[src/rtl/dma_frame_scheduler_if.sv]
// dma_frame_scheduler_if: command/completion channel between the frame scheduler and the DMA reader
interface dma_frame_scheduler_if #(
  parameter int AddrBits = 32,
  parameter int LengthBits = 16
) ();
  logic cfg_valid;
  logic cfg_ready;
  logic [AddrBits-1:0] cfg_addr;
  logic [LengthBits-1:0] cfg_len;
  logic dma_done;
  modport master (output cfg_valid, cfg_addr, cfg_len, input cfg_ready, dma_done);
  modport slave (input cfg_valid, cfg_addr, cfg_len, output cfg_ready, dma_done);
endinterface

[src/rtl/dma_frame_scheduler.sv]
// dma_frame_scheduler: issues one DMA command per frame line and tracks completions
// Optional continuous re-issue of the latched frame under DMA_SCHED_CONTINUOUS_EN.
module dma_frame_scheduler #(
  parameter int AddrBits = 32,
  parameter int LengthBits = 16,
  parameter int LineBits = 12
) (
  input  logic clk,
  input  logic rst_n,
  input  logic start,
  input  logic abort,
  input  logic [AddrBits-1:0] frame_base,
  input  logic [LengthBits-1:0] line_words,
  input  logic [AddrBits-1:0] line_stride,
  input  logic [LineBits-1:0] num_lines,
`ifdef DMA_SCHED_CONTINUOUS_EN
  input  logic cont,
`endif
  dma_frame_scheduler_if.master cfg,
  output logic busy,
  output logic frame_done,
  output logic aborted
);
  typedef enum logic [1:0] {IDLE, ISSUE, DRAIN, FINISH} state_t;
  state_t state, state_nx;
  logic [AddrBits-1:0] base_q, stride_q, addr_q;
  logic [LengthBits-1:0] len_q;
  logic [LineBits-1:0] lines_q, issued, completed, issued_nx, completed_nx;
  logic abort_seen, hs, done_inc, go, restart;
  assign hs = state == ISSUE && cfg.cfg_ready;
  assign done_inc = state != IDLE && cfg.dma_done && completed != issued;
  assign issued_nx = issued + LineBits'(hs);
  assign completed_nx = completed + LineBits'(done_inc);
  assign go = start && num_lines != '0 && line_words != '0;
`ifdef DMA_SCHED_CONTINUOUS_EN
  // a zero-size frame has nothing to repeat, so it never restarts
  assign restart = cont && !abort_seen && lines_q != '0 && len_q != '0;
`else
  assign restart = 1'b0;
`endif
  always_ff @(posedge clk) begin
    if (!rst_n) state <= IDLE;
    else state <= state_nx;
  end
  always_comb begin
    state_nx = state;
    cfg.cfg_valid = state == ISSUE;
    cfg.cfg_addr = addr_q;
    cfg.cfg_len = len_q;
    busy = state != IDLE;
    frame_done = state == FINISH && !abort_seen;
    aborted = state == FINISH && abort_seen;
    case (state)
      IDLE: state_nx = start ? (go ? ISSUE : FINISH) : IDLE;
      ISSUE: state_nx = hs && (issued_nx == lines_q || abort) ? DRAIN : ISSUE;
      DRAIN: state_nx = completed_nx == issued ? FINISH : DRAIN;
      default: state_nx = restart ? ISSUE : IDLE;
    endcase
  end
  always_ff @(posedge clk) begin
    if (!rst_n) begin
      base_q <= '0;
      stride_q <= '0;
      addr_q <= '0;
      len_q <= '0;
      lines_q <= '0;
      issued <= '0;
      completed <= '0;
      abort_seen <= 1'b0;
    end else if (state == IDLE && start) begin
      base_q <= frame_base;
      stride_q <= line_stride;
      addr_q <= frame_base;
      len_q <= line_words;
      lines_q <= num_lines;
      issued <= '0;
      completed <= '0;
      abort_seen <= 1'b0;
    end else if (state == FINISH && restart) begin
      addr_q <= base_q;
      issued <= '0;
      completed <= '0;
    end else begin
      issued <= issued_nx;
      completed <= completed_nx;
      addr_q <= hs ? addr_q + stride_q : addr_q;
      abort_seen <= abort_seen || (hs && abort);
    end
  end
endmodule

[src/flat_wrapper.sv]
// flat-port wrapper written by rule: the top's interface ports become plain ports
module dma_frame_scheduler_flat 
#(
  parameter int AddrBits = 32,
  parameter int LengthBits = 16,
  parameter int LineBits = 12
)
  (clk, rst_n, start, abort, frame_base, line_words, line_stride, num_lines, busy, frame_done, aborted, cfg_cfg_valid, cfg_cfg_addr, cfg_cfg_len, cfg_cfg_ready, cfg_dma_done);
  dma_frame_scheduler_if #(.AddrBits(AddrBits), .LengthBits(LengthBits)) cfg_i ();
  input  logic clk;
  input  logic rst_n;
  input  logic start;
  input  logic abort;
  input  logic [AddrBits-1:0] frame_base;
  input  logic [LengthBits-1:0] line_words;
  input  logic [AddrBits-1:0] line_stride;
  input  logic [LineBits-1:0] num_lines;
  output logic busy;
  output logic frame_done;
  output logic aborted;
  output wire logic [$bits(cfg_i.cfg_valid)-1:0] cfg_cfg_valid;
  output wire logic [$bits(cfg_i.cfg_addr)-1:0] cfg_cfg_addr;
  output wire logic [$bits(cfg_i.cfg_len)-1:0] cfg_cfg_len;
  input wire logic [$bits(cfg_i.cfg_ready)-1:0] cfg_cfg_ready;
  input wire logic [$bits(cfg_i.dma_done)-1:0] cfg_dma_done;
  assign cfg_cfg_valid = cfg_i.cfg_valid;
  assign cfg_cfg_addr = cfg_i.cfg_addr;
  assign cfg_cfg_len = cfg_i.cfg_len;
  assign cfg_i.cfg_ready = cfg_cfg_ready;
  assign cfg_i.dma_done = cfg_dma_done;
  dma_frame_scheduler #(.AddrBits(AddrBits), .LengthBits(LengthBits), .LineBits(LineBits)) u_core (.clk(clk), .rst_n(rst_n), .start(start), .abort(abort), .frame_base(frame_base), .line_words(line_words), .line_stride(line_stride), .num_lines(num_lines), .cfg(cfg_i), .busy(busy), .frame_done(frame_done), .aborted(aborted));
endmodule
[config.mk]
export PLATFORM = sky130hd
export DESIGN_NAME = dma_frame_scheduler_flat
export DESIGN_NICKNAME = d
export VERILOG_FILES = /design/src/rtl/dma_frame_scheduler_if.sv /design/src/rtl/dma_frame_scheduler.sv /design/src/flat_wrapper.sv
export SDC_FILE = /design/constraint.sdc
export NUM_CORES = 1
export LEC_CHECK = 0
export ABC_AREA = 1
export BUFFER_PORTS_ARGS = -buffer_cell sky130_fd_sc_hd__buf_2
export CAP_MARGIN = 20
export CORE_ASPECT_RATIO = 1.2
export CORE_MARGIN = 1.5
export CORE_UTILIZATION = 35
export DETAILED_ROUTE_END_ITERATION = 8
export HOLD_SLACK_MARGIN = 0.06
export SLEW_MARGIN = 40
export SYNTH_ARGS = -nofsm -noshare
export SYNTH_HDL_FRONTEND = slang
export SYNTH_SLANG_ARGS = --single-unit
[constraint.sdc]
create_clock -name clk -period 5.4 [get_ports clk]
set_input_delay 0.54 -clock clk [delete_from_list [all_inputs] [get_ports clk]]
set_output_delay 0.54 -clock clk [all_outputs]
set_load 0.05 [all_outputs]
==> results by group <==
Outcome
  • Status: finished clean

Power
  • Lkg Pwr: ~4.5 nW
  • Peak supply drop: around 230 µV
  • Total chip power: approximately 2.9 mW
  • Power Dens Cells: around 320 nW/µm²

Place
  • Final HPWL DP: ~17000 µm
  • Port bufs: roughly 150
  • Final Wtd Congestion: between 0.9 and 1

Yosys
  • Yosys warning count: 0
  • Seq/Total Area, Yosys: around a third
  • Top-area cell type share of the netlist area: around a third
  • Syn_nets: 1299
  • Post-synth EDFFs: 0
  • Synth Register Bits: roughly 120
  • Async SR Flop Fraction: 0%
  • Synth top area cells: dfxtp_1 32%, nand2_1 14%, nor2_1 9.1%
  • Post-Synthesis Cell Area: about 7400 µm²
  • Synthesized area per cell: between 6 and 7 µm²
  • Post-synth top flop: dfxtp_1
  • Synth unique cells: 38
  • Synth Instances: approximately 1200
  • Cell accounting for the most synthesized area: dfxtp_1

Clock network
  • Post-CTS Hold Fix Bufs: 0
  • Clk_lat worst skew: 0.43 ns
  • # H-tree levels: 4
  • CTS tree: yes
  • Clock slew at reported path FFs: 0.06 ns
  • # Post-CTS Setup Buffers: 0
  • Post-cts sizing count: 0
  • Clk root buf: clkbuf_16
  • Bufs on Longest Clock Path: 2
  • CTS buffer count: 17
  • Sink Count: 119

STA
  • Unrepaired setup endpoints after global routing: no
  • Fin crit period: around 2.8 ns
  • Final slew viol count: 0
  • Tightest Pin Transition: ~0.67 ns
  • Final TNS setup: 0 ns
  • Final hold viol count: 0
  • Fin crit share: ~52%
  • Fmax: 356 MHz
  • Slew headroom: approximately 56%
  • Setup-failing EPs final: 0
  • Setup Skew: ~0.011 ns

Detailed routing
  • Initial DRC count: about 460
  • WL final: 21600 µm
  • # DRC: 0
  • Vias/cell: approximately 4.9
  • First drt pass iteration count: 6
  • WL per Instance: approximately 14 µm
  • Routed Antenna Nets: 0
  • Routed via count: ~7700

Job
  • Max Cap Viol: 0

Global route
  • Vias in the first global route: slightly above 7000
  • GRT Total Usage: between 20% and 30%
  • Initial antenna violation count: 0
  • Largest net degree at the start of global routing: just under 80
  • Global-route wire length before repair: about 35000 µm
  • Grt ovf: 0

Floorplan
  • Die width: 136 µm
  • IO Count: 150
  • Vert. Die Dim: 163 µm
  • Total die area: between 20000 and 25000 µm²
  • Core Area: between 20000 and 25000 µm²
  • Rows: just under 60
  • Initial Utilization: a little over a third

Worst setup path
  • WS Path Type: reg -> reg
  • Critical path peak fanout: 11
  • Critical Path Source Type: flop
  • Crit end category: flop
  • Critical Path RT: 5.74 ns
  • Crit path arrival time: ~3.2 ns

Hold path
  • Hold Path Class: in -> reg

Finish
  • Most frequent cells in the layout: 279 x nand2_1, 179 x nor2_1, 149 x buf_2
  • Core Util, Final: around 43%
  • ANT cells: 0
  • Fill count: 2304
  • Layout Nets: 1431
  • Layout area overhead: 20.2%
  • Commonest non-fill, non-tap cell in the layout: nand2_1
  • Share of cells above drive strength 1: between 10% and 20%
==> final timing paths <==
kind	depth (start not counted)	to	from	slack [ns]
hold reg to reg	2	u_core.abort_seen$_SDFF_PP0_	u_core.abort_seen$_SDFF_PP0_	0.47
setup / recovery	17	u_core.state[0]$_SDFF_PN0_	u_core.issued[5]$_SDFF_PP0_	2.59
hold / removal	3	u_core.stride_q[11]$_SDFFE_PN0P_	line_stride[11]	0.36
setup reg to reg	17	u_core.state[0]$_SDFF_PN0_	u_core.issued[5]$_SDFF_PP0_	2.59
==> sequential cells by signal (all words and copies together), names as in the netlist <==
register and count:
u_core.state 2, u_core.cfg.cfg_addr 32, u_core.issued 12, u_core.stride_q 32, u_core.completed 12, u_core.lines_q 12
u_core.cfg.cfg_len 16, u_core.abort_seen 1
==> cell families after synthesis <==
kind of cell,count (synthesis),synth area share (%)
XOR/XNOR,32,3.78
adder cells (fa/ha/maj),36,6.17
buffers and inverters,177,9.22
flip-flops,119,32.1
AND/OR/NAND/NOR,580,33.1
AO/OA/AOI/OAI,221,15.6
==> metrics by stage <==
stage	hold slack (ns)	setup slack [ns]	cell area, µm²	instances
after floorplan	0.444	2.76	7420	1165
after global placement	0.460	2.22	8370	1548
after detailed placement	0.465	2.21	8370	1548
after CTS	0.348	2.28	8920	1580
after global routing	0.367	2.26	8930	1580
final	0.357	2.59	8930	1580
==> cells in the mapped netlist (4+ instances only) <==
library cell / n
nor4_1: 11
dfxtp_1: 119
inv_1: 133
nor2_2: 5
nand3b_1: 4
buf_2: 13
nand2_1: 281
xnor2_1: 10
nand4_1: 10
ha_1: 35
nand3_1: 69
nor2_1: 179
a31oi_1: 14
a21oi_1: 76
nor3_1: 4
xor2_1: 22
o21ai_0: 118
buf_1: 4
o21bai_1: 5
nand3_2: 4
clkbuf_1: 21
==> where the power goes <==
| part | switching (mW) | internal (mW) | total (mW) |
|---|---|---|---|
| sequential | 0.0589 | 0.965 | 1.02 |
| combinational | 0.572 | 0.244 | 0.816 |
| clock | 0.443 | 0.612 | 1.05 |
| total | 1.07 | 1.82 | 2.89 |
==> final cells by class <==
cell class                 instances  area [µm²]  share of cell area (%)
multi-input combinational        869        4370                    49.0
clock inverter                    13        95.1                    1.07
inverter                         138         518                    5.80
clock buffer                      19         453                    5.07
sequential                       119        2380                    26.7
tap                              270         338                    3.78
timing repair buffer             152         768                    8.61
==> critical path, stage by stage, from the launching register on <==
cell,delay (ns)
dfxtp_1,0.62
xor2_1,0.30
nor4_1,0.10
a21oi_1,0.14
ha_1,0.18
ha_1,0.19
nand2_1,0.11
nor2_4,0.21
nand3_1,0.10
nand2_1,0.08
nand2_1,0.06
nand2_1,0.06
nand2_1,0.05
nor2_1,0.11
nand4_1,0.14
nand2_1,0.09
inv_1,0.05
a21oi_2,0.11
==> per-layer routing <==
| layer | track usage (%) | vias to the layer above | part of all wire, % |
|---|---|---|---|
| met2 | 37.1 | 175 | 52 |
| li1 | - | 4027 | - |
| met1 | 22.8 | 3436 | 42 |
| met3 | 3.36 | 31 | 3.6 |
| met4 | 7.59 | 0 | 2.1 |
| met5 | 0 | - | 0 |
No activity file was read; power rests on OpenSTA's default activity.
